### config.mk
export PLATFORM = sky130hd
export DESIGN_NAME = sample_frame_packer
export DESIGN_NICKNAME = d
export VERILOG_FILES = /design/src/rtl/sample_frame_packer.sv
export SDC_FILE = /design/constraint.sdc
export NUM_CORES = 1
export LEC_CHECK = 0
export CAP_MARGIN = 20
export CORE_UTILIZATION = 45
export CTS_BUF_LIST = sky130_fd_sc_hd__clkbuf_8 sky130_fd_sc_hd__clkbuf_16
export DETAILED_ROUTE_END_ITERATION = 8
export PLACE_DENSITY = 0.59
export SETUP_SLACK_MARGIN = 0.1
export SLEW_MARGIN = 20
export SYNTH_ARGS = -nofsm -noshare
export SYNTH_HDL_FRONTEND = slang
export SYNTH_SLANG_ARGS = --single-unit
### constraint.sdc
create_clock -name clk25 -period 6.9 [get_ports clk25]
set_clock_uncertainty 0.1 [all_clocks]
set_input_delay 1.035 -clock clk25 [delete_from_list [all_inputs] [get_ports clk25]]
set_output_delay 1.035 -clock clk25 [all_outputs]
set_load 0.05 [all_outputs]
### src/rtl/sample_frame_packer.sv
// sample_frame_packer: ping-pong capture of NUM_CH ADC samples, sent as a framed byte stream to a UART
// Optional trailing XOR checksum byte is enabled by defining SAMPLE_FRAME_PACKER_CSUM_EN.
module sample_frame_packer #(
  parameter int         NUM_CH = 32,
  parameter logic [7:0] HDR0   = 8'hA5,
  parameter logic [7:0] HDR1   = 8'h5A
) (
  input  logic        clk25,
  input  logic        rst_n,
  input  logic        smp_valid,
  input  logic [15:0] smp_data,
  input  logic [4:0]  smp_chan,
  output logic [7:0]  tx_data,
  output logic        tx_valid,
  input  logic        tx_ready,
  output logic        busy,
  output logic [7:0]  drop_cnt,
  output logic [7:0]  seq_err_cnt
);
  localparam int            CW       = $clog2(NUM_CH);
  localparam int            IW       = CW + 1;
  localparam logic [4:0]    LAST_CH  = 5'(NUM_CH - 1);
  localparam logic [IW-1:0] LAST_IDX = IW'(2 * NUM_CH - 1);

  typedef enum logic [2:0] {S_IDLE, S_HDR0, S_HDR1, S_SEQ, S_DATA, S_CSUM} state_t;

  state_t        state_q, state_d;
  logic [IW-1:0] idx_q, idx_d;
  logic [7:0]    seq_q, seq_d;
  logic [7:0]    drop_cnt_q, drop_cnt_d;
  logic [7:0]    seq_err_cnt_q, seq_err_cnt_d;
  logic          cap_act_q, cap_act_d;
  logic [4:0]    exp_ch_q, exp_ch_d;
  logic          cap_sel_q, cap_sel_d;
  logic [15:0]   bank_q [2*NUM_CH];

  logic          in_seq, acc, err, done, go, drop, frame_end;
  logic [15:0]   send_word;
  logic [7:0]    data_byte;

  // capture qualification: in-order sample, or a channel-0 sample that (re)starts a frame
  always_comb begin
    in_seq    = cap_act_q && (smp_chan == exp_ch_q);
    acc       = smp_valid && (in_seq || smp_chan == 5'd0);
    err       = smp_valid && cap_act_q && !in_seq;
    done      = acc && (smp_chan == LAST_CH);
    go        = done && (state_q == S_IDLE);
    drop      = done && (state_q != S_IDLE);
    cap_act_d = acc ? !done : (err ? 1'b0 : cap_act_q);
    exp_ch_d  = acc ? smp_chan + 5'd1 : exp_ch_q;
    cap_sel_d = go ? ~cap_sel_q : cap_sel_q;
    drop_cnt_d    = (drop && drop_cnt_q != 8'hFF) ? drop_cnt_q + 8'd1 : drop_cnt_q;
    seq_err_cnt_d = (err && seq_err_cnt_q != 8'hFF) ? seq_err_cnt_q + 8'd1 : seq_err_cnt_q;
  end

  // sample banks, not reset: contents are only read after a full frame has been written
  always_ff @(posedge clk25) begin
    if (acc) bank_q[{cap_sel_q, smp_chan[CW-1:0]}] <= smp_data;
  end

  // current data byte of the send bank, channel MSB first
  always_comb begin
    send_word = bank_q[{~cap_sel_q, idx_q[CW:1]}];
    data_byte = idx_q[0] ? send_word[7:0] : send_word[15:8];
  end

`ifdef SAMPLE_FRAME_PACKER_CSUM_EN
  logic [7:0] csum_q, csum_d;
  assign frame_end = (state_q == S_CSUM) && tx_ready;

  // running XOR of seq and data bytes as they are transferred
  always_comb begin
    csum_d = csum_q;
    if (state_q == S_SEQ && tx_ready) csum_d = seq_q;
    if (state_q == S_DATA && tx_ready) csum_d = csum_q ^ data_byte;
  end

  // checksum register
  always_ff @(posedge clk25) begin
    if (!rst_n) csum_q <= 8'h00;
    else        csum_q <= csum_d;
  end
`else
  assign frame_end = (state_q == S_DATA) && tx_ready && (idx_q == LAST_IDX);
`endif

  // sender next state; a byte moves whenever tx_ready is high in a non-idle state
  always_comb begin
    state_d = state_q;
    idx_d   = idx_q;
    seq_d   = frame_end ? seq_q + 8'd1 : seq_q;
    unique case (state_q)
      S_IDLE: state_d = go ? S_HDR0 : S_IDLE;
      S_HDR0: state_d = tx_ready ? S_HDR1 : S_HDR0;
      S_HDR1: state_d = tx_ready ? S_SEQ : S_HDR1;
      S_SEQ: begin
        state_d = tx_ready ? S_DATA : S_SEQ;
        idx_d   = '0;
      end
      S_DATA: begin
        idx_d = tx_ready ? idx_q + 1'b1 : idx_q;
`ifdef SAMPLE_FRAME_PACKER_CSUM_EN
        state_d = (tx_ready && idx_q == LAST_IDX) ? S_CSUM : S_DATA;
`else
        state_d = (tx_ready && idx_q == LAST_IDX) ? S_IDLE : S_DATA;
`endif
      end
      S_CSUM: state_d = tx_ready ? S_IDLE : S_CSUM;
      default: state_d = S_IDLE;
    endcase
  end

  // byte mux: held purely by state/index so it stays stable across stalls
  always_comb begin
    tx_valid = state_q != S_IDLE;
    busy     = state_q != S_IDLE;
    tx_data  = state_q == S_HDR0 ? HDR0 :
               state_q == S_HDR1 ? HDR1 :
               state_q == S_SEQ  ? seq_q :
               state_q == S_DATA ? data_byte :
`ifdef SAMPLE_FRAME_PACKER_CSUM_EN
               state_q == S_CSUM ? csum_q :
`endif
               8'h00;
  end

  // state and counter registers
  always_ff @(posedge clk25) begin
    if (!rst_n) begin
      state_q       <= S_IDLE;
      idx_q         <= '0;
      seq_q         <= 8'h00;
      drop_cnt_q    <= 8'h00;
      seq_err_cnt_q <= 8'h00;
      cap_act_q     <= 1'b0;
      exp_ch_q      <= 5'd0;
      cap_sel_q     <= 1'b0;
    end else begin
      state_q       <= state_d;
      idx_q         <= idx_d;
      seq_q         <= seq_d;
      drop_cnt_q    <= drop_cnt_d;
      seq_err_cnt_q <= seq_err_cnt_d;
      cap_act_q     <= cap_act_d;
      exp_ch_q      <= exp_ch_d;
      cap_sel_q     <= cap_sel_d;
    end
  end

  assign drop_cnt    = drop_cnt_q;
  assign seq_err_cnt = seq_err_cnt_q;

endmodule
### After elaboration in Yosys (flattened, before gate mapping)

Memories as Yosys holds them, arrays and structs flattened.
Cells that the tools add are included.

* bits in registers: 40
* bits in latches: 0
* memory bits (writable): 1024
* bits in read-only memories: 0
* bits of input ports: 25
* output and inout port bits: 26
* word-level logic and storage cells: 65
* memories: 1

Memory list
* bank_q: words 64, bits a word 16, read ports 1, clocked after memory_dff 0, wr ports 1, line 35 `logic [15:0] bank_q [2*NUM_CH];`

* add/subtract/negate cells: 5
* $mul: 0
* div/mod/pow operators: 0
* $lt $le $gt $ge: 0
* equality and inequality tests: 11
* shift-type cells: 0
* mux-type cells: 18
* bitwise gates (word level): 1
* reductions and logical operators: 21

Operators by type and width (number)
* two-way mux 8 bit: 5
* adder 8 x 1 -> 8 bit, second input constant: 3
* case mux 3 bit (6 select lines): 1
* inequality test 8 bit, second input constant: 2
* logical AND 1 bit: 12
* case mux 6 bit (2 select lines): 1
* two-way mux 3 bit: 3
* adder 6 x 1 -> 6 bit, second input constant: 1
* equality test 3 x 2 -> 1 bit, second input constant: 2
* equality test 3 bit, second input constant: 2
* equality test 6 bit, second input constant: 1
* two-way mux 1 bit: 6
* two-way mux 6 bit: 1
* adder 5 x 1 -> 5 bit, second input constant: 1
* equality test 5 bit: 1
* equality test 5 bit, second input constant: 1
* zero test 5 bit: 1
* nonzero test 2 bit: 2
* equality test 3 x 1 -> 1 bit, second input constant: 1
* zero test 3 bit: 1
* nonzero test 3 bit: 1
* zero test 1 bit: 2
* two-way mux 2 bit: 1
* inequality test 2 bit, second input constant: 1
* other kinds (3): 3

### Longest topological paths before layout

* word-level depth: 8
* depth in mapped cells: 11
* depth with buffers taken out: 7

### Worst setup path after synthesis

OpenSTA, ideal clock, no wires.

* kind: input -> register
* start: input smp_chan[4]
* end: memory bank_q[52][0], enable pin
* data arrival time: 3.307 ns
* required time: 6.411 ns
* setup slack: 3.104 ns
* stages on the path: 8
* cell sequence: clkbuf_1 > xnor2_1 > nand4_1 > nor2_1 > o21a_1 > clkbuf_1 > nand4b_1 > nor2_1

* cells in the longest elaborated chain, start to end: 6
* elaborated cells on any way between the ends: 7
* those cells by class: eq/ne (1); mux (2); reduce/logical (4)

RTL lines
* start: declaration: line 12 `input logic [4:0] smp_chan,`
* equality test 5 bit: line 43 `in_seq = cap_act_q && (smp_chan == exp_ch_q);`
* logical AND 1 bit: line 43
* logical OR 1 bit: line 44 `acc = smp_valid && (in_seq || smp_chan == 5'd0);`
* logical AND 1 bit: line 44
* two-way mux 1 bit: line 58 `if (acc) bank_q[{cap_sel_q, smp_chan[CW-1:0]}] <= smp_data;`
* two-way mux 1 bit (implied by the code): line 58
* end: declaration: line 35

Parallel ways exist; a longest one is shown, timed or not.

### Worst setup path after layout

* start: register idx_q[1]
* end: output tx_data[3]

* cells in the longest elaborated chain, start to end: 6

RTL lines
* start: declaration: line 28 `logic [IW-1:0] idx_q, idx_d;`
* start signal: assignment: line 140 `idx_q <= idx_d;`
* memory read (64 x 16 bit)
* two-way mux 8 bit: line 64 `data_byte = idx_q[0] ? send_word[7:0] : send_word[15:8];`
* two-way mux 8 bit: line 120 `state_q == S_DATA ? data_byte :`
* two-way mux 8 bit: line 119 `state_q == S_SEQ ? seq_q :`
* two-way mux 8 bit: line 118 `state_q == S_HDR1 ? HDR1 :`
* two-way mux 8 bit: line 117 `tx_data = state_q == S_HDR0 ? HDR0 :`
* end: declaration: line 13 `output logic [7:0] tx_data,`

Every way passes these cells.

==> results.rst <==
.. list-table::
   :header-rows: 1

   * - Metric
     - Value
   * - Total die area
     - 0.0935 mm^2
   * - Total congestion overflow
     - 0
   * - Core occupancy in the finished layout
     - 51.5%
   * - Initial cell density of the core
     - between 40% and 50%
   * - DRC
     - 0
   * - Kind of path behind the tightest hold check
     - reg -> reg
   * - Number of rows created at floorplan
     - 111
   * - Maximum vdd drop
     - 0.193 mV
   * - Sequential area share after synthesis
     - 76.0%
   * - Slew Viols, Final
     - 0
   * - Total negative slack
     - 0 ns
   * - Clock transition at path regs
     - 0.06 ns
   * - Post-CTS sizing
     - 0
   * - Ratio of final minimum period to clock period
     - 87.7%
   * - Detailed-route wire length
     - between 100 and 150 mm
   * - Maximum number of pins on one net before global-route repair
     - 89
   * - Number of cells traversed by the worst hold path
     - 2
   * - Static leakage
     - 14.4 nW
   * - CTS tree
     - done
   * - Reported max-cap violation count
     - 0
   * - I/O Buffers
     - 50
   * - Number of global-route vias before repair
     - 21300
   * - Dominant synthesized flop cell
     - edfxtp_1
   * - Max-slew headroom at the worst pin
     - 20.1%
   * - Number of buffers inserted by hold repair at cts
     - 0
   * - Distinct cell type count after synthesis
     - 65
   * - First-pass GRT wire length
     - 155 mm
   * - Destination of the worst hold path
     - exp_ch_q[1]
   * - Clock latency on the worst-skew pair
     - 0.66 ns
   * - Max Fclk
     - 0.165 GHz
   * - Setup repair after global routing missed its margin
     - no
   * - Vertical extent of the die
     - 306 um
   * - Pwr Density
     - between 200 and 300 mW/mm^2
   * - Top-Level Pins
     - 51
   * - Crit path arrival time
     - ~4.9 ns
   * - Critical path launch point
     - idx_q[1]
   * - Terminus of the critical flop-to-flop path
     - seq_q[7]
   * - Post-route antenna net violation count
     - 0
   * - Number of placed instances with taps included
     - 3295
   * - Final Hold Vio Count
     - 0
   * - Weighted congestion reported at the end of routability-driven placement
     - 0.873
   * - Worst Tran Pin Value
     - 1.19 ns
   * - Mean instance size in the synthesized netlist
     - 20.2 um^2
   * - Nature of the critical path startpoint
     - flip-flop
   * - H-tree depth
     - 3
   * - Overall track demand over capacity in global routing
     - 23.5%
   * - Highest fanout seen on the critical path
     - 39
   * - Ant diodes
     - 0
   * - Period minus WS final
     - ~6.1 ns
   * - Initial antenna violation count
     - 1
   * - Number of buffers added by the clock tree synthesis step
     - 107
   * - Fraction of final layout cells sized beyond drive strength 1
     - 24.2%
   * - Most frequent cells in the layout
     - edfxtp_1 (1024), mux4_2 (235), clkbuf_16 (110), buf_4 (109), nor2_1 (107)
   * - Depth of the most critical reg-to-reg path
     - 7
   * - Nets
     - 2250
   * - Die Wd
     - 306 um
   * - Non-Filler Instances
     - 3483
   * - Placeable core region
     - 0.0915 mm^2
   * - Worst-case clock buffer depth
     - 3
   * - Routed wirelength normalized by instance count
     - approximately 31 um
   * - Total number of yosys warnings
     - 0
   * - 1st-iter DRT viols
     - 2692
   * - Number of fill cells in the layout
     - 7173
   * - Clock Tree Root
     - clkbuf_16
   * - Final worst hold slack
     - 0.376 ns
   * - Number of storage elements in the synthesis netlist
     - 1064
   * - Area delta synth->final
     - 13.5%
   * - Required arrival time at the worst endpoint
     - between 5 and 6 ns
   * - Net count after synthesis
     - between 2000 and 2500
   * - Clock sink count
     - 1064
   * - Reg-to-reg critical path startpoint
     - idx_q[3]
   * - Kind of critical path
     - reg -> out
   * - Number of setup violations in the final report
     - 0
   * - Mean number of vias per cell
     - ~6.1
   * - Most frequent standard cell in the layout excluding fill and tap cells
     - edfxtp_1
   * - Crit. End Element
     - output port
   * - Number of buffers added for setup after CTS
     - 0
   * - Launch point of the worst hold path
     - exp_ch_q[1]
   * - Routed via count
     - 21100
   * - Ys async rst share
     - 0%
   * - Detail Placement HPWL
     - 64.0 mm
   * - Post-synthesis cell area
     - 0.0415 mm^2
   * - Number of instances in the synthesized netlist
     - around 2100
   * - Outcome
     - complete, no violations
   * - Count of TritonRoute iterations in the first routing pass
     - 5
   * - Register-to-register setup slack
     - 3.75 ns
   * - Number of synthesized flops with an enable pin
     - 1024
## through the flow
stage	power [W]	area (um^2)	worst slack [ns]
floorplan	0.00723	41500	3.10
global placement	0.00736	43800	1.47
detailed placement	0.00737	43800	1.53
CTS	0.0128	47100	0.799
global route	0.0130	47100	0.598
finish	0.0127	47100	0.848
## synth_stat cells, drive strengths merged (9+ instances only)
cell type	number	area share, %
a211oi	9	0.16
dfxtp	40	1.9
mux2	12	0.33
nor3	11	0.13
nor2b	14	0.21
xnor2	18	0.38
mux4	235	13
o21ai	20	0.24
nand3	30	0.36
a22oi	34	0.61
or3	9	0.14
buf	72	1.0
mux2i	88	2.1
nor2	127	1.1
nand2	79	0.71
clkbuf	41	0.37
inv	13	0.12
o221ai	12	0.25
a21oi	42	0.51
edfxtp	1024	74
xor2	10	0.21
o22ai	13	0.20
## sequential cells by signal, indices dropped and copies added (netlist names)
name and flops:
idx_q 6, state_q 3, drop_cnt 8, bank_q 1024, seq_err_cnt 8, exp_ch_q 5
seq_q 8, cap_act_q 1, cap_sel_q 1
## worst max-delay path: stages (launching register included)
cell and delay (ns):
dfxtp_4 0.92, buf_4 0.65, mux4_2 0.60, mux4_2 0.54, o211ai_1 0.40, o211ai_1 0.32, clkdlybuf4s50_1 0.79
## report_power, final
| part | switching [W] | internal [W] | total, W |
|---|---|---|---|
| sequential | 0.000000566 | 0.00707 | 0.00707 |
| combinational | 0.000135 | 0.0000194 | 0.000155 |
| clock | 0.00235 | 0.00309 | 0.00544 |
## worst max path at each step
stage                    end  slack (ns)
3_3_place_gp      tx_data[3]        1.47
2_1_floorplan  bank_q[52][0]        3.10
5_1_grt           tx_data[3]        0.60
4_1_cts           tx_data[3]        0.80
6_report          tx_data[3]        0.85
3_5_place_dp      tx_data[5]        1.53
## layer usage
metal | vias to the layer above | GRT usage, % | part of all wire, %
met2 | 909 | 37.7 | 48
li1 | 8797 | - | -
met4 | 0 | 6.49 | 2.4
met1 | 11300 | 32.7 | 41
met5 | - | 0 | 0
met3 | 145 | 5.06 | 8.4
## area by class of cell
class	instances	area [um^2]	area share, %
clock buffer	110	2750	5.84
timing repair buffer	163	1330	2.83
tap	1186	1480	3.15
clock inverter	78	524	1.11
inverter	14	52.6	0.112
sequential	1064	31600	67.0
multi-input combinational	868	9410	20.0
## cells by family after synthesis
family | share of synthesized area, %
xor gates and xnor gates | 0.590
muxes | 15.2
AOI/OAI and AO/OA | 3.02
and+or+nand+nor | 3.51
buffers and inverters | 1.52
DFF | 76.0
adders and majority gates | 0.211
(Power assumes the default switching activity.)
